`src/rtl/sram_like_to_axi_pkg.sv`:
```
// Shared definitions for the sram-like to AXI bridge: FSM encoding and
// size-to-AXI mapping helpers.
package sram_like_to_axi_pkg;

  typedef enum logic [2:0] {
    IDLE,
    RD_ADDR,
    RD_DATA,
    WR_ADDR,
    WR_RESP
  } bridge_state_t;

  // Size code 11 is treated as a word access.
  function automatic logic [2:0] size_to_axsize(input logic [1:0] size);
    return (size == 2'b11) ? 3'd2 : {1'b0, size};
  endfunction

  function automatic logic [3:0] size_to_wstrb(input logic [1:0] size,
                                               input logic [1:0] addr_lo);
    logic [3:0] strb;
    case (size)
      2'b00:   strb = 4'b0001 << addr_lo;
      2'b01:   strb = addr_lo[1] ? 4'b1100 : 4'b0011;
      default: strb = 4'b1111;
    endcase
    return strb;
  endfunction

endpackage

```
`src/rtl/sram_like_to_axi_wstrb_gen.sv`:
```
// Write-strobe generator: pure function of access size and low address bits.
module axi_wstrb_gen
  import sram_like_to_axi_pkg::*;
(
  input  logic [1:0] size,
  input  logic [1:0] addr_lo,
  output logic [3:0] wstrb
);

  assign wstrb = size_to_wstrb(size, addr_lo);

endmodule

```
`src/rtl/sram_like_to_axi.sv`:
```
// Bridge from two sram-like ports (inst, data) to a single-beat AXI master,
// one outstanding transaction at a time.
module sram_like_to_axi
  import sram_like_to_axi_pkg::*;
#(
  parameter bit DATA_FIRST = 1'b1
) (
  input  logic        clk,
  input  logic        resetn,
  input  logic        inst_req,
  input  logic        inst_wr,
  input  logic [1:0]  inst_size,
  input  logic [31:0] inst_addr,
  input  logic [31:0] inst_wdata,
  output logic        inst_addr_ok,
  output logic        inst_data_ok,
  output logic [31:0] inst_rdata,
  input  logic        data_req,
  input  logic        data_wr,
  input  logic [1:0]  data_size,
  input  logic [31:0] data_addr,
  input  logic [31:0] data_wdata,
  output logic        data_addr_ok,
  output logic        data_data_ok,
  output logic [31:0] data_rdata,
  output logic [31:0] araddr,
  output logic [2:0]  arsize,
  output logic        arvalid,
  input  logic        arready,
  input  logic [31:0] rdata,
  input  logic        rlast,
  input  logic        rvalid,
  output logic        rready,
  output logic [31:0] awaddr,
  output logic [2:0]  awsize,
  output logic        awvalid,
  input  logic        awready,
  output logic [31:0] wdata,
  output logic [3:0]  wstrb,
  output logic        wlast,
  output logic        wvalid,
  input  logic        wready,
  input  logic        bvalid,
  output logic        bready
);

  bridge_state_t state, state_next;

  logic [31:0] addr_q;
  logic [31:0] wdata_q;
  logic [1:0]  size_q;
  logic        wr_q;
  logic        owner_data_q;
  logic        aw_done_q;
  logic        w_done_q;

  logic sel_data, sel_inst, accept;
  logic aw_fire, w_fire;
  logic unused_inputs;

  assign sel_data = data_req & (DATA_FIRST | ~inst_req);
  assign sel_inst = inst_req & ~sel_data;
  assign accept   = (state == IDLE) & (sel_data | sel_inst);
  assign aw_fire  = awvalid & awready;
  assign w_fire   = wvalid & wready;

  assign unused_inputs = ^{inst_wr, inst_wdata, rlast};

  always_ff @(posedge clk or negedge resetn) begin
    if (!resetn) state <= IDLE;
    else         state <= state_next;
  end

  always_comb begin
    state_next = state;
    case (state)
      IDLE:    if (sel_data | sel_inst)
                 state_next = (sel_data & data_wr) ? WR_ADDR : RD_ADDR;
      RD_ADDR: if (arready) state_next = RD_DATA;
      RD_DATA: if (rvalid) state_next = IDLE;
      WR_ADDR: if ((aw_done_q | aw_fire) & (w_done_q | w_fire)) state_next = WR_RESP;
      WR_RESP: if (bvalid) state_next = IDLE;
      default: state_next = IDLE;
    endcase
  end

  // addr_ok is gated by resetn so a held request cannot leak through during reset.
  always_comb begin
    inst_addr_ok = 1'b0;
    data_addr_ok = 1'b0;
    inst_data_ok = 1'b0;
    data_data_ok = 1'b0;
    arvalid      = 1'b0;
    rready       = 1'b0;
    awvalid      = 1'b0;
    wvalid       = 1'b0;
    bready       = 1'b0;
    case (state)
      IDLE: begin
        inst_addr_ok = resetn & sel_inst;
        data_addr_ok = resetn & sel_data;
      end
      RD_ADDR: arvalid = 1'b1;
      RD_DATA: begin
        rready       = 1'b1;
        inst_data_ok = rvalid & ~owner_data_q;
        data_data_ok = rvalid & owner_data_q;
      end
      WR_ADDR: begin
        awvalid = ~aw_done_q;
        wvalid  = ~w_done_q;
      end
      WR_RESP: begin
        bready       = 1'b1;
        data_data_ok = bvalid;
      end
      default: ;
    endcase
  end

  always_ff @(posedge clk or negedge resetn) begin
    if (!resetn) begin
      addr_q       <= '0;
      wdata_q      <= '0;
      size_q       <= '0;
      wr_q         <= 1'b0;
      owner_data_q <= 1'b0;
      aw_done_q    <= 1'b0;
      w_done_q     <= 1'b0;
    end else begin
      if (accept) begin
        addr_q       <= sel_data ? data_addr : inst_addr;
        size_q       <= sel_data ? data_size : inst_size;
        wdata_q      <= sel_data ? data_wdata : '0;
        wr_q         <= sel_data & data_wr;
        owner_data_q <= sel_data;
      end
      if (state == WR_ADDR) begin
        aw_done_q <= aw_done_q | aw_fire;
        w_done_q  <= w_done_q | w_fire;
      end else begin
        aw_done_q <= 1'b0;
        w_done_q  <= 1'b0;
      end
    end
  end

  axi_wstrb_gen u_wstrb_gen (
    .size    (size_q),
    .addr_lo (addr_q[1:0]),
    .wstrb   (wstrb)
  );

  assign araddr     = addr_q;
  assign awaddr     = addr_q;
  assign arsize     = size_to_axsize(size_q);
  assign awsize     = size_to_axsize(size_q);
  assign wdata      = wdata_q;
  assign wlast      = 1'b1;
  assign inst_rdata = inst_data_ok ? rdata : '0;
  assign data_rdata = (data_data_ok & ~wr_q) ? rdata : '0;

endmodule
```
`config.mk`:
```
export PLATFORM = sky130hd
export DESIGN_NAME = sram_like_to_axi
export DESIGN_NICKNAME = d
export VERILOG_FILES = /design/src/rtl/sram_like_to_axi_pkg.sv /design/src/rtl/sram_like_to_axi_wstrb_gen.sv /design/src/rtl/sram_like_to_axi.sv
export SDC_FILE = /design/constraint.sdc
export NUM_CORES = 1
export LEC_CHECK = 0
export CAP_MARGIN = 25
export CELL_PAD_IN_SITES_DETAIL_PLACEMENT = 0
export CELL_PAD_IN_SITES_GLOBAL_PLACEMENT = 1
export CORE_MARGIN = 8
export CORE_UTILIZATION = 22
export DETAILED_ROUTE_END_ITERATION = 10
export PLACE_DENSITY_LB_ADDON = 0.3
export SETUP_SLACK_MARGIN = 0.1
export SLEW_MARGIN = 20
export SYNTH_ARGS = -nofsm -noshare
export SYNTH_HDL_FRONTEND = slang
export SYNTH_HIERARCHICAL = 1
export SYNTH_SLANG_ARGS = --single-unit
```
`constraint.sdc`:
```
create_clock -name clk -period 2.2 [get_ports clk]
set_clock_uncertainty 0.15 [all_clocks]
set_input_delay 0.22 -clock clk [delete_from_list [all_inputs] [get_ports clk]]
set_output_delay 0.22 -clock clk [all_outputs]
set_load 0.01 [all_outputs]
```
==> results.ini, run 1 <==
[synthesis]
synth-xor-area-share = 0
synth_enable_flop_cells = 0
synth_flop_cell = dfrtp_1
synthTopCellsByCount = dfrtp_1, and2_1, buf_4
synth_warnings = 6
synthMuxAreaShare = 0.0847
ys_types = 34
synth_most_common_cell = dfrtp_1
synth_top_cell_by_area = dfrtp_1
synth_top_family_by_area = compound AO/OA/AOI/OAI gates
synth_seq_cells = 73
synth_adder_area_share = 0
postSynthCellCount = 397
synth_compound_area_frac = 0.197
synth_area_um2 = 4020
synth_area_leaders = dfrtp_1, and2_1, mux2i_1
ys_async_sr_fraction = 1.00
syn_area_per_cell_um2 = 10.1
yosysSeqAreaShare = 0.455
synth_top_area_frac = 0.455
yosys.area_share.simple = 0.150

[flow_run]
cap_violations = 0

[cts]
clockBufferDepth = 2
path_clk_slew_ns = 0.06
htree_levels = 3
cts_tree = done
cts-root-buf = clkbuf_16
clkLatencyLatePin_ns = 0.33
numCtsBuffers = 9
clock_sinks = 73

[setup_path]
endpoint = data_rdata[28]
rr_worst_depth = 8
crit_path_start_kind = register
end_kind = primary output
r2r_slack_ns = 0.16
cp.arrival_ns = 1.88
r2r-end = wdata[30]
path_max_fanout = 8
cp_data_required_time_ns = 1.83
startpoint = state[2]
r2r_start = state[2]
path_class = register to primary output

[grt]
grt_antenna_before_repair = 1
grt_max_degree = 70
grt_use_met2 = 0.269
gr-usage-met1 = 0.155
grt_pass1_vias = 4502
grt_use_met3 = 0.0526
grt.busiest_layer = met2
grt_pass1_wl_um = 25800
grtUsageTotal = 0.146
grt-ovfl-total = 0

[sta]
min_period_over_period = 1.02
finalCriticalPeriod_ns = 2.25
postLayoutSetupSlackWorst_ns = -0.0452
hold_viol_final = 0
rsz0062_at_grt = true
worst_pin_slew_ns = 0.560
relSlewSlack = 0.627
fmax_ghz = 0.445
drv_slew = 0
finalSetupViolations = 32
final.setup.tns_ns = -0.597

[layout]
drive_gt1_frac = 0.241
fin_util = 0.438
finalInstanceArea_um2 = 7860
synthToLayoutAreaGrowth_pct = 95.6
final_nets = 867

[power]
leakagePower_nw = 3.50
power_density_nw_per_um2 = 1180
p_total_mw = 9.31
ir_drop_mv = 0.562

[detailed_routing]
firstDrtPassIters = 5
vias_per_cell = 4.53
wl_per_cell_um = 19.2
drt_wl_total_um = 17800
vias = 4192
drc = 0
drt_iter0_markers = 112
ant_nets = 0

[floorplanning]
die_w_um = 151
core-area_um2 = 18000
rows = 49
initial_core_util = 0.224
dieHeight_um = 151
io_pins = 356
die_area_um2 = 22800

[place]
dpl.hpwl_um = 13700
preCtsSetupSlack_ns = -0.254
dpl_cell_area_um2 = 7250
gp_congestion = 0.800
port_buffers = 318

[min_path]
hold_path.class = input port to async pin

[run_status]
violations = setup timing
status = finished, violations left

-- power by group --
part	switching [mW]	leakage (nW)	internal, mW
sequential	0.538	0.876	2.01
clock	0.628	0.131	0.783
combinational	2.23	2.49	3.12
total	3.40	3.50	5.91
-- flip-flops by register name, summed over array words and instances (netlist names) --
signal	cells
araddr	32
wdata	32
state	3
size_q	2
aw_done_q	1
owner_data_q	1
w_done_q	1
wr_q	1
-- worst min path at each step --
stage                 from         to  slack [ns]  cells past startpoint
global route        resetn  wdata[13]        0.18                      2
detailed placement  resetn   w_done_q       -0.08                      1
floorplan           resetn  araddr[0]       -0.23                      0
CTS                 resetn   state[1]        0.17                      2
finish              resetn  wdata[13]        0.18                      2
global placement    resetn   w_done_q       -0.08                      1
-- worst max-delay path: stages, from the launching register on --
cell and delay [ns]:
dfrtp_1 0.42, nand4b_1 0.27, a211oi_4 0.32, buf_6 0.15, clkbuf_16 0.14, and2_4 0.14, buf_6 0.10
-- placed cells by master (no fill, tap or decap), types with 2 or more instances in the layout --
| cell | netlist | routed |
|---|---|---|
| a21o_1 | 3 | 3 |
| a21oi_1 | 36 | 36 |
| a22o_1 | 34 | 34 |
| a31oi_1 | 34 | 34 |
| and2_1 | 65 | 26 |
| and2_4 | 0 | 39 |
| buf_12 | 0 | 8 |
| buf_16 | 0 | 4 |
| buf_2 | 14 | 26 |
| buf_4 | 37 | 17 |
| buf_6 | 1 | 47 |
| clkbuf_16 | 0 | 10 |
| clkbuf_2 | 3 | 3 |
| clkdlybuf4s15_1 | 0 | 2 |
| clkdlybuf4s50_1 | 0 | 241 |
| clkinvlp_4 | 0 | 3 |
| conb_1 | 2 | 3 |
| dfrtp_1 | 73 | 73 |
| dlygate4sd2_1 | 0 | 3 |
| dlymetal6s2s_1 | 0 | 2 |
| inv_1 | 2 | 2 |
| inv_6 | 0 | 3 |
| mux2i_1 | 34 | 34 |
| nand3b_1 | 2 | 2 |
| nor2_1 | 9 | 9 |
| nor2b_1 | 3 | 3 |
| nor3_1 | 2 | 2 |
| nor3b_1 | 5 | 4 |
| o21bai_1 | 5 | 5 |
-- kinds of logic after synthesis --
kind of cell           Yosys count
multiplexers                    34
buffers and inverters           75
flip-flops                      73
AO/OA/AOI/OAI                  117
AND/OR/NAND/NOR                 96
other                            2
-- metrics by stage --
stage / hold WS (ns) / std cells
5_1_grt: 0.183 / 925
6_report: 0.180 / 926
4_1_cts: 0.174 / 919
3_5_place_dp: -0.0757 / 889
2_1_floorplan: -0.226 / 398
3_3_place_gp: -0.0822 / 889
-- layout make-up --
cell class	count	area [um2]
Tap cell	229	287
Sequential cell	73	1830
Antenna cell	1	2.50
Multi-Input combinational cell	250	1860
Fill cell	1655	10100
Clock inverter	7	60.1
Timing Repair Buffer	355	3590
Clock buffer	9	225
Inverter	2	7.51
-- what timing repair did --
item / CTS / global route
gates cloned: 4 / 1
gates resized for setup: 297 / 90
pin swaps: 9 / 64
endpoints found under the hold margin: 28 / 0
hold buffers: 1 / 0
buffers inserted: 9 / 6
setup endpoints to repair: 73 / 106
-- routing by layer --
layer | wire, um | vias up
met1 | 6580 | 1983
met4 | 183 | 0
met3 | 1760 | 15
met2 | 9240 | 225
li1 | - | 1969
met5 | 0 | -
Power figures use the tool's default switching activity.
==> run 2, diff against run 1 <==
CORE_AREA = 8 8 132 134   (was default)
CORE_MARGIN = default   (was 8)
CORE_UTILIZATION = default   (was 22)
DIE_AREA = 0 0 140 142   (was default)
DONT_BUFFER_PORTS = 1   (was default)
PLACE_DENSITY_LB_ADDON = 0.1   (was 0.3)
REMOVE_ABC_BUFFERS = 1   (was default)
==> results.ini, run 2 (synthesis results as in run 1) <==
[cts]
htree_levels = 3  ; unchanged
clock_sinks = 73  ; unchanged
path_clk_slew_ns = 0.06  ; about the same
clkLatencyLatePin_ns = 0.34  ; about the same
clockBufferDepth = 2  ; unchanged
numCtsBuffers = 9  ; unchanged
cts-root-buf = clkbuf_16
cts_tree = done

[layout]
drive_gt1_frac = 0.124  ; -0.117
mostFrequentLayoutCells = dlygate4sd3_1, dfrtp_1, and2_1
finalInstanceArea_um2 = 5460  ; -31%
diodes = 0  ; -1
synthToLayoutAreaGrowth_pct = 35.8
final_nets = 637  ; -27%
layout_commonest_cell = dlygate4sd3_1
fillers = 1550  ; -6.3%

[floorplanning]
io_pins = 356  ; unchanged
die_w_um = 140  ; -7.4%
die_area_um2 = 19900  ; -13%
core-area_um2 = 15400  ; -14%
rows = 46  ; -6.1%
dieHeight_um = 142  ; -6.1%
initial_core_util = 0.261  ; +0.0368

[grt]
grt_antenna_before_repair = 0  ; -1
grt_pass1_vias = 3471  ; -23%
grt_pass1_wl_um = 20100  ; -22%
grt_max_degree = 74  ; +5.7%
grt-ovfl-total = 0  ; unchanged
grtUsageTotal = 0.129  ; -0.0175

[setup_path]
cp.arrival_ns = 1.71  ; -0.17 ns
r2r_slack_ns = 0.31  ; +0.15 ns
crit_path_start_kind = register
rr_worst_depth = 7  ; -1
cp_data_required_time_ns = 1.83  ; about the same
r2r-end = wdata[7]
path_class = register to primary output
worstPathCellList = buf_12 > nor3b_2 > and3b_2 > buf_12 > and2_1
path_max_fanout = 33  ; +25
r2r_start = state[2]
slowest_stage = dfrtp_2
slowest_delay_ns = 0.43  ; about the same
end_kind = primary output
timing.critical_path.mode_cell = buf_12

[power]
leakagePower_nw = 2.39  ; -32%
p_total_mw = 6.99  ; -25%
p_int_mw = 4.07  ; -31%
ir_drop_mv = 0.444  ; -21%
p_sw_mw = 2.92  ; -14%
p_clk_frac = 0.215  ; +0.063
p_comb_frac = 0.335  ; -0.240
switching_share = 0.418  ; +0.0524
power_density_nw_per_um2 = 1280  ; +8.1%
seqPwrFrac = 0.450  ; +0.176

[sta]
finalCriticalPeriod_ns = 2.08  ; -0.165 ns
relSlewSlack = 0.630  ; +0.00292
rsz0062_at_grt = true
drv_slew = 0  ; unchanged
finalSetupViolations = 0  ; -100%
fmax_ghz = 0.481  ; +8.0%
postLayoutSetupSlackWorst_ns = 0.120  ; +0.165 ns
worst_pin_slew_ns = 0.554  ; -0.00559 ns
whs_ns = 0.0254  ; -0.155 ns
hold_viol_final = 0  ; unchanged
min_period_over_period = 0.945  ; -0.0752

[detailed_routing]
wl_per_cell_um = 20.3  ; +6.1%
drc = 0  ; unchanged
ant_nets = 0  ; unchanged
vias_per_cell = 5.01  ; +11%
vias = 3295  ; -21%
drt_wl_total_um = 13400  ; -25%
drt_iter0_markers = 137  ; +22%
firstDrtPassIters = 4  ; -1

[min_path]
worstHoldStart = inst_addr[4]
min_to = araddr[4]
hold_path.class = input port to register
hold_depth = 2

[flow_run]
cap_violations = 0  ; unchanged

[place]
port_buffers = 0  ; -100%
dpl_cell_area_um2 = 4000  ; -45%
dpl.hpwl_um = 9300  ; -32%
preCtsSetupSlack_ns = 0.355  ; +0.608 ns
gp_congestion = 0.701  ; -12%

[run_status]
status = finished, final reports clean

run 2: worst max-delay path by stage:
| stage | start | end | cells past startpoint |
|---|---|---|---|
| detailed placement | state[1] | inst_rdata[30] | 4 |
| finish | state[2] | inst_rdata[28] | 5 |
| floorplan | state[0] | wdata[0] | 3 |
| global placement | state[1] | inst_rdata[30] | 4 |
| global route | state[1] | data_rdata[24] | 4 |
| CTS | state[2] | data_rdata[24] | 4 |
run 2: repair_timing:
item	4_1_cts	5_1_grt
pin swaps	1	1
hold endpoints to repair	142	1
hold buffers	103	2
endpoints found under the setup margin	65	45
setup buffers	3	2
gates resized for setup	3	14
run 2: cell type report:
class	count	area (um2)	area share
inverter	2	7.51	0.00138
tap	192	240	0.0440
timing repair buffer	125	1290	0.237
clock buffer	9	225	0.0413
multi-input combinational	250	1790	0.327
clock inverter	7	76.3	0.0140
sequential	73	1830	0.335
run 2: critical path: cells and delay by family (launching register included):
kind,cells,cell delay [ns]
flops,1,0.43
simple gates,3,0.62
buf+inv,2,0.31
run 2: routing by layer:
metal,part of all wire,track usage,wire length [um],vias to the layer above
li1,-,-,-,1504
met1,0.39,0.141,5280,1597
met2,0.51,0.225,6840,182
met3,0.080,0.0436,1070,12
met4,0.014,0.0526,184,0
met5,0,0,0,-
run 2: power groups by stage:
stage	combinational (mW)	sequential (mW)	clock, mW
after floorplan	1.43	2.94	0
after global placement	2.04	3.22	0
after detailed placement	2.08	3.19	0
after CTS	2.32	3.19	1.56
after global routing	2.62	3.28	1.61
final	2.34	3.15	1.50
run 2: through the flow:
stage,std cells,TNS [ns],util
floorplan,325,-48.07,-
detailed placement,532,0,0.259
finish,658,0,0.354
CTS,654,0,0.349
global placement,532,0,0.259
global route,658,0,0.354
==> run 3, diff against run 2 <==
==> constraint.sdc (replaced) <==
create_clock -name clk -period 2.2 [get_ports clk]
set_clock_uncertainty 0.15 [all_clocks]
set_input_delay 0.33 -clock clk [delete_from_list [all_inputs] [get_ports clk]]
set_output_delay 0.33 -clock clk [all_outputs]
set_load 0.01 [all_outputs]
==> results.ini, run 3 (synthesis results as in run 1) <==
[sta]
finalCriticalPeriod_ns = 2.16  ; +0.0785 ns
rsz0062_at_grt = true
hold_viol_final = 73  ; +73
whs_ns = -0.465  ; -0.490 ns
finalSetupViolations = 0  ; unchanged
final.setup.tns_ns = 0  ; unchanged
min_period_over_period = 0.981  ; +0.0357
worst_pin_slew_ns = 0.579  ; +0.0253 ns
postLayoutSetupSlackWorst_ns = 0.0417  ; -0.0785 ns
fmax_ghz = 0.463  ; -3.6%
drv_slew = 0  ; unchanged
relSlewSlack = 0.613  ; -0.0169

[flow_run]
cap_violations = 0  ; unchanged

[layout]
stdcell_count = 591  ; -10%
drive_gt1_frac = 0.208  ; +0.0836
diodes = 0  ; unchanged
synthToLayoutAreaGrowth_pct = 20.0
mostFrequentLayoutCells = dfrtp_1, a21oi_1, and2_4, dlygate4sd3_1
final_nets = 570  ; -11%
layout_commonest_cell = dfrtp_1

[setup_path]
slowest_delay_ns = 0.42  ; about the same
cp_data_required_time_ns = 1.72  ; -0.11 ns
worstPathCellList = nand3b_1 > a211oi_2 > buf_12 > and2_1
path_class = register to primary output
r2r_start = state[2]
rr_worst_depth = 6  ; -1
cp.arrival_ns = 1.68  ; -0.03 ns
crit_path_start_kind = register
slowest_stage = dfrtp_1
r2r_slack_ns = 0.42  ; +0.11 ns
path_max_fanout = 32  ; -3.0%
end_kind = primary output
r2r-end = wdata[14]

[grt]
grt-ovfl-total = 0  ; unchanged
grt_antenna_before_repair = 0  ; unchanged
grt_pass1_vias = 3213  ; -7.4%
grtUsageTotal = 0.122  ; -0.00698
grt_max_degree = 76  ; +2.7%
grt_pass1_wl_um = 19000  ; -5.2%

[cts]
clock_sinks = 73  ; unchanged
numCtsBuffers = 9  ; unchanged
htree_levels = 3  ; unchanged
cts_hold_buffers = 36  ; -65%
cts-root-buf = clkbuf_16
cts_tree = done
clockBufferDepth = 2  ; unchanged
clkLatencyLatePin_ns = 0.33  ; about the same
path_clk_slew_ns = 0.06  ; about the same

[power]
ir_drop_mv = 0.455  ; +2.5%
power_density_nw_per_um2 = 1430  ; +11%
leakagePower_nw = 2.14  ; -11%

[place]
preCtsSetupSlack_ns = 0.288  ; -0.0662 ns
port_buffers = 0  ; unchanged
dpl.hpwl_um = 9360  ; +0.67%
placedCellCount = 532  ; unchanged
gp_congestion = 0.700  ; -0.16%

[run_status]
violations = hold timing
status = finished, violations left

[detailed_routing]
firstDrtPassIters = 4  ; unchanged
drc = 0  ; unchanged
drt_iter0_markers = 151  ; +10%
vias = 3025  ; -8.2%
wl_per_cell_um = 21.9  ; +7.8%
drt_wl_total_um = 13000  ; -3.2%
vias_per_cell = 5.12  ; +2.2%
ant_nets = 0  ; unchanged

[min_path]
hold_path.class = input port to async pin

[floorplanning]
io_pins = 356  ; unchanged
dieHeight_um = 142  ; unchanged
rows = 46  ; unchanged
core-area_um2 = 15400  ; unchanged
die_w_um = 140  ; unchanged
initial_core_util = 0.261  ; unchanged
die_area_um2 = 19900  ; unchanged

[run 3: cell count changes in the layout (fill, tap and decap cells not counted), sizes merged]
cell | before | now
clkbuf | 9 | 10
clkinv | 2 | 1
dlygate4sd3 | 104 | 36
inv | 4 | 5
[run 3: cell type report]
cell class	instances	area (um2)
Clock buffer	9	225
Clock inverter	7	76.3
Fill cell	1606	10600
Inverter	2	7.51
Multi-Input combinational cell	250	1840
Sequential cell	73	1830
Tap cell	192	240
Timing Repair Buffer	58	601
[run 3: repair_timing]
item,in CTS,in global routing
buffers inserted,2,4
pin swaps,3,15
endpoints found under the hold margin,109,73
gates resized for setup,6,37
gates cloned,0,1
endpoints found under the setup margin,67,66
[run 3: critical path: cells and delay by family, from the launching register on]
family | cells | cell delay [ns]
and+or+nand+nor | 2 | 0.41
DFF | 1 | 0.42
AOI/OAI and AO/OA | 1 | 0.31
buffers and inverters | 1 | 0.20
[run 3: per-layer routing]
metal  share of wire  GRT usage
met1            0.40      0.136
met2            0.50      0.207
met3           0.091     0.0537
met4          0.0076     0.0349
met5               0          0
[run 3: worst max path at each step]
stage,from,endpoint,slack (ns),depth (start not counted)
2_1_floorplan,state[0],wdata[0],-1.21,3
3_3_place_gp,state[2],inst_rdata[30],0.30,4
3_5_place_dp,state[1],inst_addr_ok,0.29,4
4_1_cts,state[2],data_rdata[13],-0.005,4
5_1_grt,state[2],data_rdata[18],-0.06,4
6_report,state[1],data_rdata[23],0.04,4
[run 3: power by group]
part	internal [mW]	switching [mW]
clock	0.888	0.617
combinational	1.10	1.14
sequential	2.01	1.13
total	3.99	2.88
[run 3: per-stage QoR]
stage	utilization	cell area (um2)	power, mW
floorplan	-	3580	4.36
global placement	0.258	3980	5.21
detailed placement	0.258	3980	5.22
CTS	0.303	4680	6.86
global route	0.313	4820	7.39
finish	0.313	4820	6.87
